[src/rtl/reset_gen.sv]
// Alpha68k reset sequencer: stretches RESET into a power-on hold, and turns each accepted
// watchdog timeout into a fixed-length system reset that also reloads the watchdog.
module reset_gen #(
    parameter int CNT_W      = 16,
    parameter int POR_CYCLES = 1024,
    parameter int WD_CYCLES  = 256
) (
    input  logic       SNKCLK11,
    input  logic       RESET,
    input  logic       nWDRESET,
    input  logic       WD_EN,
    output logic       nPSTRESET,
    output logic       nSYSRESET,
    output logic [7:0] WD_COUNT,
    output logic [1:0] STATE
);

    localparam logic [1:0] ST_POR    = 2'd0;
    localparam logic [1:0] ST_RUN    = 2'd1;
    localparam logic [1:0] ST_WDHOLD = 2'd2;

    localparam logic [CNT_W-1:0] POR_LAST = CNT_W'(POR_CYCLES - 1);
    localparam logic [CNT_W-1:0] WD_LAST  = CNT_W'(WD_CYCLES - 1);
    localparam logic [CNT_W-1:0] CNT_ONE  = CNT_W'(1);

    logic [1:0]       state_q, state_d;
    logic [CNT_W-1:0] cnt_q, cnt_d;
    logic [7:0]       wd_count_q, wd_count_d;
    logic             rel_q, rel_d;
    logic             sync1_q, sync2_q, prev_q;
    logic             wd_rise;

    // Only a fresh 0->1 of the synchronised timeout counts; a held-low line never retriggers.
    assign wd_rise = sync2_q & ~prev_q;

    always_comb begin
        state_d    = state_q;
        cnt_d      = cnt_q;
        wd_count_d = wd_count_q;
        case (state_q)
            ST_POR: begin
                if (cnt_q == POR_LAST) begin
                    state_d = ST_RUN;
                    cnt_d   = '0;
                end else begin
                    cnt_d = cnt_q + CNT_ONE;
                end
            end
            ST_RUN: begin
                if (WD_EN && wd_rise) begin
                    state_d = ST_WDHOLD;
                    cnt_d   = '0;
                    if (wd_count_q != 8'hFF) begin
                        wd_count_d = wd_count_q + 8'd1;
                    end
                end
            end
            ST_WDHOLD: begin
                if (cnt_q == WD_LAST) begin
                    state_d = ST_RUN;
                    cnt_d   = '0;
                end else begin
                    cnt_d = cnt_q + CNT_ONE;
                end
            end
            default: begin
                state_d = ST_POR;
                cnt_d   = '0;
            end
        endcase
        rel_d = (state_d == ST_RUN);
    end

    always_ff @(posedge SNKCLK11 or posedge RESET) begin
        if (RESET) begin
            state_q    <= ST_POR;
            cnt_q      <= '0;
            wd_count_q <= 8'd0;
            rel_q      <= 1'b0;
            sync1_q    <= 1'b0;
            sync2_q    <= 1'b0;
            prev_q     <= 1'b0;
        end else begin
            state_q    <= state_d;
            cnt_q      <= cnt_d;
            wd_count_q <= wd_count_d;
            rel_q      <= rel_d;
            sync1_q    <= ~nWDRESET;
            sync2_q    <= sync1_q;
            prev_q     <= sync2_q;
        end
    end

    // Both resets share one register so they release on the same edge.
    assign nPSTRESET = rel_q;
    assign nSYSRESET = rel_q;
    assign WD_COUNT  = wd_count_q;
    assign STATE     = state_q;

endmodule

[config.mk]
export PLATFORM = sky130hd
export DESIGN_NAME = reset_gen
export DESIGN_NICKNAME = d
export VERILOG_FILES = /design/src/rtl/reset_gen.sv
export SDC_FILE = /design/constraint.sdc
export NUM_CORES = 1
export LEC_CHECK = 0
export BUFFER_PORTS_ARGS = -buffer_cell sky130_fd_sc_hd__buf_2
export CAP_MARGIN = 5
export CORE_MARGIN = 4
export CORE_UTILIZATION = 52
export CTS_CLUSTER_DIAMETER = 40
export DETAILED_ROUTE_END_ITERATION = 8
export MAX_ROUTING_LAYER = met4
export PLACE_DENSITY = 0.74
export SLEW_MARGIN = 10
export SYNTH_ARGS = -nofsm -noshare
export SYNTH_HDL_FRONTEND = slang
export SYNTH_SLANG_ARGS = --single-unit
export TNS_END_PERCENT = 1
[constraint.sdc]
create_clock -name SNKCLK11 -period 1.8 [get_ports SNKCLK11]
set_input_delay 0.09 -clock SNKCLK11 [delete_from_list [all_inputs] [get_ports SNKCLK11]]
set_output_delay 0.09 -clock SNKCLK11 [all_outputs]
set_load 0.02 [all_outputs]
After elaboration in Yosys (flattened, before gate mapping). Cells that the tools add are included.

Bits in registers: 30. Input port bits: 4. Output and inout port bits: 12. Word-level logic and storage cells: 30.

Add/subtract/negate cells: 2. Equality and inequality tests: 7. Muxes and demuxes: 8. Bitwise logic cells: 3. Reduce and logical (&&, ||, !) cells: 3.

Operators by type and width (number): $mux W16 (3); $pmux W16 S3 (1); $add A16 B1 Y16 const B (1); $eq A16 B10 Y1 const B (1); $eq A16 B8 Y1 const B (1); $add A8 B1 Y8 const B (1); $ne A8 B8 Y1 const B (1); $mux W2 (3); $pmux W2 S3 (1); $eq A2 B1 Y1 const B (2); $reduce_and A3 Y1 (1); $eq A2 B2 Y1 const B (1); $logic_not A2 Y1 (1); $ne A2 B2 Y1 const B (1); $not A1 Y1 (2); $and A1 B1 Y1 (1); $logic_and A1 B1 Y1 (1).

Longest topological paths before layout. Gate-level depths: netlist of run 1.

Depth after elaboration: 6. Depth in mapped cells: 6. Gate-level depth less buffers: 5.

Least setup slack after synthesis of run 1. OpenSTA, ideal clock, no wires.

Kind: flip-flop to flip-flop. Start: reg state_q[1] (netlist: STATE[1]). End: reg cnt_q[5]. Setup time: 0.126 ns. Data arrival time: 1.649 ns. Required time: 1.674 ns. Path slack: 0.025 ns. Stages on the path, launching flop included: 5. Buffers on the path: 0. Period minus slack after synthesis: 1.775 ns. Path through: dfrtp_1 or3b_4 a211oi_4 a21oi_2 a221o_1.

Longest elaborated chain between the ends: 2. Elaborated cells between the ends (all ways): 5. Those cells by class: 3 x eq/ne; 1 x mux; 1 x reduce/logical.

Ends and longest elaborated chain: start, declared (RTL line 26) `logic [1:0] state_q, state_d;`; start signal, assigned (RTL line 84) `state_q <= state_d;`; $eq A2 B2 Y1, or another cell as far along (RTL line 40) `case (state_q)`; $pmux W16 S3 or $ne A2 B2 Y1 (tied branches); end signal, assigned (RTL line 85) `cnt_q <= cnt_d;`; end, declared (RTL line 27) `logic [CNT_W-1:0] cnt_q, cnt_d;`.

Several ways; a longest one is shown, not always the timed one. A chain may end at the register's enable or synchronous reset.

Final worst setup path of run 1.
Start: reg cnt_q[10]. End: reg cnt_q[5].

Longest elaborated chain between the ends: 3. Elaborated cells between the ends (all ways): 5. Those cells by class: 2 x eq/ne; 3 x mux.

Ends and longest elaborated chain (RTL line): $eq A16 B8 Y1 or $eq A16 B10 Y1 (tied branches) (59, 42); $mux W16 (on tied branches) (59, 42); $pmux W16 S3 * (40).

Mark *: on every way between the ends. The rest lies on a longest branch, timed or not.

==> qor.csv, run 1 <==
stage,metric,value,unit
routing,avgRoutedWirePerCell,15.9,um
logic_synthesis,synth_ff_type,dfrtp_1,
global_routing,grt_pass1_wl,6.60,mm
timing,worst_slack,0.0288,ns
routing,drt-met1-wl,1.68,mm
layout,num-fill-cells,225,
power,p_comb_frac,0.345,
placed_design,dp_worst_setup_slack,-0.0186,ns
die,start_util,0.566,
layout,area_growth,23.2,%
logic_synthesis,synth.avg_cell_area,9.91,sq um
global_routing,grt_max_degree,31,
routing,met3_length,208,um
placed_design,hpwl,2.67,mm
setup_path,cp-end-kind,flip-flop,
die,die_h,63.7,um
setup_path,critPathLaunchType,flip-flop,
logic_synthesis,synth_nets,169,
power,p_int,1590,uW
timing,maxSlewViolCount,0,
cts,cts_buffer_depth,2,
routing,via_count,1441,
logic_synthesis,ys_seq_elements,30,
power,swShare,0.348,
layout,drive_gt1_frac,0.315,
logic_synthesis,postSynth.asyncResetShare,1.00,
layout,num_antenna_cells,0,
power,max-vdd-ir-drop,0.00115,V
timing,setup_viol,0,
setup_path,required,2.03,ns
timing,finalCritPeriodShare,0.984,
placed_design,gp_congestion,0.866,
die,placementRows,19,
timing,hold_viol,0,
routing,drt_first_pass_iters,5,
cts,clkSinkCount,30,
timing,fmax,565,MHz
die,core,2850,sq um
power,p_sw,848,uW
logic_synthesis,synth-edff-count,0,
power,seq_power_share,0.429,
layout,fin_nets,209,
cts,clk_root_buffer_cell,clkbuf_4,
timing,min_period,1.77,ns
power,p_per_area,1220,nW/um^2
cts,clk_latency,0.34,ns
global_routing,grt_pass1_vias,1411,
routing,drtIter0Drc,99,
routing,vias_per_cell,6.16,
setup_path,path_class,flip-flop to flip-flop,
timing,fin_skew,0.00946,ns
logic_synthesis,yosysWarnings,0,
timing,worstMarginPinSlew,0.383,ns
power,p_leak,0.000890,uW
power,report.power.total,2440,uW
die,ios,16,
logic_synthesis,ys_types,49,
placed_design,dp.cells,223,
min_path,hp-class,input pin to flip-flop,
layout,layout_common_cells,"28 x dfrtp_1, 25 x buf_4, 17 x nand2_1, 15 x buf_2, 13 x nand4_1",
timing,slew-limit-headroom,0.745,
cts,cts_max_level,2,
routing,top_layer_used,met4,
routing,wl_met2,1.77,mm
global_routing,antenna_found_initial,0,
global_routing,grt-ovfl-total,0,
timing,fin_setup_tns,0,ns
setup_path,cp_data_arrival_time,2.00,ns
logic_synthesis,synth-seq-area-share,0.465,
die,die_x,63.7,um
run,drv_cap,0,
die,die_area,4060,sq um
layout,final_common_cell,dfrtp_1,
global_routing,track_usage,0.214,
routing,drc,0,
routing,ant_nets,0,
power,clockPowerShare,0.226,
cts,clk_pin_slew,0.09,ns
routing,wirelength,3.72,mm
logic_synthesis,netlist_instances,163,
timing,grt_setup_unrepaired,yes,
outcome,status,completed,
logic_synthesis,synth_area,1620,sq um
cts,cts_tree,built,
placed_design,io_buffers,15,
cts,numCtsBuffers,5,
setup_path,critPathMaxFanout,7,
layout,fin_cells,234,
through the flow:
stage               area (sq um)  utilization  hold WS (ns)
floorplan                   1620            -         0.149
global placement            1850        0.650         0.176
detailed placement          1850        0.650         0.209
CTS                         1960        0.687         0.216
global route                1990        0.698         0.269
finish                      1990        0.698         0.218
power by group through the flow:
stage	Sequential [uW]	Clock [uW]	Combinational, uW
2_1_floorplan	1020	0	479
3_3_place_gp	1030	0	743
3_5_place_dp	1040	0	776
4_1_cts	1030	563	788
5_1_grt	1070	589	938
6_report	1050	549	841
worst max-delay path, stage by stage, from the launching register on:
cell and delay (ns):
dfrtp_1 0.39, or4_4 0.55, nor3_4 0.32, a21oi_2 0.11, a221o_1 0.30
final timing paths:
| kind | start | end | slack (ns) | cells past startpoint |
|---|---|---|---|---|
| max reg2reg | cnt_q[10] | cnt_q[5] | 0.03 | 4 |
| min reg2reg | sync1_q | sync2_q | 0.36 | 0 |
| max | cnt_q[10] | cnt_q[5] | 0.03 | 4 |
| max in group asynchronous | RESET | cnt_q[2] | 1.12 | 4 |
| min in group asynchronous | RESET | WD_COUNT[0] | 0.37 | 4 |
| min | WD_EN | WD_COUNT[0] | 0.22 | 5 |
state kept, by name, summed over array words and instances (netlist names):
name       count
STATE          2
WD_COUNT       8
cnt_q         16
nPSTRESET      1
prev_q         1
sync1_q        1
sync2_q        1
cells in the mapped netlist (2+ instances only):
master    count  area (sq um)
a211o_1       2          17.5
a21oi_1       4          20.0
a31o_2        4          35.0
and2_1        3          18.8
and3_1        2          12.5
and4_1        2          17.5
buf_2         2          10.0
clkbuf_1      3          11.3
dfrtp_1      30           751
ha_1          2          25.0
inv_1         3          11.3
nand2_1      17          63.8
nand3_1      12          60.1
nand3b_1      3          22.5
nand4_1      13          81.3
nor2_1        6          22.5
nor3_1        4          20.0
nor3b_1       3          22.5
o211ai_1      3          22.5
o21ai_0       5          25.0
o31ai_1       2          15.0
or3_1         2          12.5
or4_1         4          30.0
xnor2_1       7          61.3
cell type report:
| class | instances | area, sq um | share of cell area |
|---|---|---|---|
| Tap cell | 31 | 38.8 | 0.0195 |
| Multi-Input combinational cell | 120 | 820 | 0.412 |
| Sequential cell | 30 | 753 | 0.378 |
| Timing Repair Buffer | 42 | 283 | 0.142 |
| Clock inverter | 1 | 30.0 | 0.0151 |
| Inverter | 4 | 15.0 | 0.00754 |
| Clock buffer | 6 | 51.3 | 0.0258 |
kinds of logic (layout without fill, tap and decap cells):
family                     count (synthesis)  in the layout  share of synthesized area
AOI/OAI and AO/OA                         31             31                      0.151
xor gates and xnor gates                   8              8                     0.0434
adders and majority gates                  2              2                     0.0155
buffers and inverters                     13             53                     0.0395
DFF                                       30             30                      0.465
muxes                                      1              1                    0.00697
and+or+nand+nor                           78             78                      0.279
routing by layer:
| metal | GRT usage | vias to the layer above |
|---|---|---|
| met2 | 0.330 | 54 |
| li1 | - | 690 |
| met4 | 0.0782 | 0 |
| met5 | - | - |
| met1 | 0.278 | 690 |
| met3 | 0.0473 | 7 |
timing repair:
| item | in CTS | in global routing |
|---|---|---|
| setup buffers | 0 | 2 |
| setup endpoints to repair | 3 | 11 |
| hold buffers | 2 | 0 |
| pin swaps | 2 | 6 |
| hold endpoints to repair | 31 | 0 |
| resized for setup | 1 | 5 |
Note: power is estimated with default switching activity, not from simulation.
==> run 2: changes to the inputs <==
--- a/config.mk
+++ b/config.mk
@@ -9,9 +9,10 @@
 export CAP_MARGIN = 5
 export CORE_MARGIN = 4
-export CORE_UTILIZATION = 52
+export CORE_UTILIZATION = 55
+export CTS_BUF_LIST = sky130_fd_sc_hd__clkbuf_8
 export CTS_CLUSTER_DIAMETER = 40
 export DETAILED_ROUTE_END_ITERATION = 8
 export MAX_ROUTING_LAYER = met4
-export PLACE_DENSITY = 0.74
+export PLACE_DENSITY = 0.78
 export SLEW_MARGIN = 10
 export SYNTH_ARGS = -nofsm -noshare
==> constraint.sdc (replaced) <==
create_clock -name SNKCLK11 -period 1.8 [get_ports SNKCLK11]
set_input_delay 0.18 -clock SNKCLK11 [delete_from_list [all_inputs] [get_ports SNKCLK11]]
set_output_delay 0.18 -clock SNKCLK11 [all_outputs]
set_load 0.02 [all_outputs]
==> qor.csv, run 2 (synthesis gave the netlist of run 1 again) <==
stage,metric,value,unit,change
timing,holdWs,0.0363,ns,-0.182 ns
layout,regMostFlops,cnt_q,,
cts,clkSinkCount,30,,unchanged
setup_path,worst_path_max_delay_cell,or4_4,,
power,swShare,0.334,,-0.0142
placed_design,gp_congestion,0.898,,+3.6%
die,die_h,62.2,um,-2.4%
die,start_util,0.581,,+0.0145
setup_path,cp_data_arrival_time,1.96,ns,-0.04 ns
layout,multi_input_area,811,sq um,-1.1%
layout,final_common_cell,dfrtp_1,,
timing,fin_skew,0.00394,ns,-0.00553 ns
routing,ant_nets,0,,unchanged
timing,grt_setup_unrepaired,yes,,
timing,worst_slack,0.00221,ns,-0.0266 ns
cts,cts_max_level,2,,unchanged
placed_design,dp_worst_setup_slack,0.0263,ns,+0.0449 ns
layout,largest_register_ff_count,16,,unchanged
die,core,2780,sq um,-2.5%
setup_path,required,1.97,ns,-0.06 ns
global_routing,grt-ovfl-total,0,,unchanged
timing,hold_viol,0,,unchanged
timing,worstMarginPinSlew,0.379,ns,-0.00369 ns
layout,num-fill-cells,189,,-16%
layout,seq_area,752,sq um,-0.17%
layout,drive_gt1_frac,0.296,,-0.0188
setup_path,critPathTopFamily,simple AND/OR/NAND/NOR gates,,
global_routing,grt_pass1_vias,1415,,+0.28%
setup_path,cp.buffers_inverters,0,,unchanged
power,p_comb_frac,0.316,,-0.029
power,p_sw,836,uW,-1.4%
cts,clk_pin_slew,0.06,ns,-0.03 ns
setup_path,endpoint,cnt_q[5],,
timing,fmax,556,MHz,-1.5%
cts,clk_latency,0.28,ns,-0.06 ns
power,p_int,1670,uW,+5.0%
power,p_per_area,1260,nW/um^2,+2.7%
layout,fin_nets,205,,-1.9%
setup_path,timing.rr.end,cnt_q[5],,
routing,avgRoutedWirePerCell,16.2,um,+1.9%
power,seq_power_share,0.410,,-0.019
global_routing,track_usage,0.213,,-0.00151
routing,via_count,1424,,-1.2%
setup_path,cp-end-kind,flip-flop,,
die,placementRows,19,,unchanged
timing,slew-limit-headroom,0.747,,+0.00246
routing,vias_per_cell,6.19,,+0.54%
placed_design,hpwl,2.61,mm,-2.2%
outcome,status,completed,,
timing,setup_viol,0,,unchanged
setup_path,critPathLaunchType,flip-flop,,
cts,cts_buffer_depth,2,,unchanged
run,drv_cap,0,,unchanged
layout,layout_common_cells,"29 x dfrtp_1, 21 x buf_4, 17 x nand2_1, 15 x buf_2, 13 x nand4_1",,
setup_path,path_cells,"or4_4, nor3_4, a21oi_2, a221o_1",,
setup_path,timing.rr.start,cnt_q[10],,
layout,num_antenna_cells,0,,unchanged
die,die_x,62.2,um,-2.4%
timing,finalCritPeriodShare,0.999,,+0.0148
min_path,hp-class,input pin to flip-flop,,
timing,min_period,1.80,ns,+0.0266 ns
global_routing,grt_pass1_wl,6.45,mm,-2.2%
setup_path,rrSetupSlack,0.002,ns,-0.03 ns
setup_path,critPathMaxFanout,8,,+1
cts,numCtsBuffers,5,,unchanged
power,max-vdd-ir-drop,0.00105,V,-8.2%
power,p_leak,0.000887,uW,-0.41%
timing,maxSlewViolCount,0,,unchanged
power,clockPowerShare,0.274,,+0.048
global_routing,antenna_found_initial,0,,unchanged
setup_path,ff2ff_path_depth,4,,unchanged
setup_path,critical_path.startpoint,cnt_q[10],,
routing,drt_first_pass_iters,4,,-1
setup_path,path_class,flip-flop to flip-flop,,
min_path,hold_path.startpoint,nWDRESET,,
cts,clk_root_buffer_cell,clkbuf_8,,
routing,wirelength,3.72,mm,+0.13%
routing,drtIter0Drc,71,,-28%
setup_path,max_stage_delay,0.55,ns,about the same
die,ios,16,,unchanged
cts,cts_tree,built,,
layout,area_growth,23.3,%,about the same
die,die_area,3870,sq um,-4.8%
placed_design,io_buffers,15,,unchanged
setup_path,worst-path-stages,4,,unchanged
routing,drc,0,,unchanged
min_path,whs_path_depth,2,,-3
global_routing,grt_max_degree,31,,unchanged
run 2: worst register-to-register path, cell delays in order, from the launching register on:
cell	delay, ns
dfrtp_1	0.38
or4_4	0.55
nor3_4	0.30
a21oi_2	0.12
a221o_1	0.33
run 2: area by class of cell:
| class | count | share of cell area |
|---|---|---|
| Multi-Input combinational cell | 120 | 0.407 |
| Clock inverter | 1 | 0.0151 |
| Sequential cell | 30 | 0.378 |
| Clock buffer | 6 | 0.0415 |
| Inverter | 4 | 0.00754 |
| Timing Repair Buffer | 38 | 0.132 |
| Tap cell | 31 | 0.0195 |
run 2: worst min path at each step:
stage / to
CTS: sync1_q
detailed placement: cnt_q[3]
global placement: cnt_q[3]
finish: sync1_q
floorplan: sync1_q
global route: sync1_q
run 2: stage by stage:
step	setup TNS, ns	area [sq um]	utilization	total power (uW)	instances
detailed placement	0	1850	0.665	1800	221
global route	-0.0764	1990	0.716	2660	230
finish	0	1990	0.716	2500	230
CTS	0	1970	0.709	2490	229
floorplan	0	1620	-	1500	163
global placement	0	1850	0.665	1770	221
run 2: repair_timing:
| item | CTS | global route |
|---|---|---|
| hold buffers | 1 | 0 |
| resized for setup | 0 | 3 |
| buffers inserted | 0 | 1 |
| endpoints found under the setup margin | 0 | 13 |
| hold endpoints to repair | 30 | 0 |
run 2: power by group through the flow:
stage / Combinational [uW] / Sequential (uW) / Clock, uW
3_5_place_dp: 777 / 1020 / 0
3_3_place_gp: 751 / 1020 / 0
4_1_cts: 783 / 1010 / 697
6_report: 791 / 1030 / 686
2_1_floorplan: 479 / 1020 / 0
5_1_grt: 873 / 1060 / 734
run 2: layer usage:
metal  wire length, um  track usage  part of all wire
met2              1730        0.303              0.47
met1              1700        0.279              0.46
met4                70        0.117             0.019
met5                 0            -                 0
met3               220       0.0468             0.059
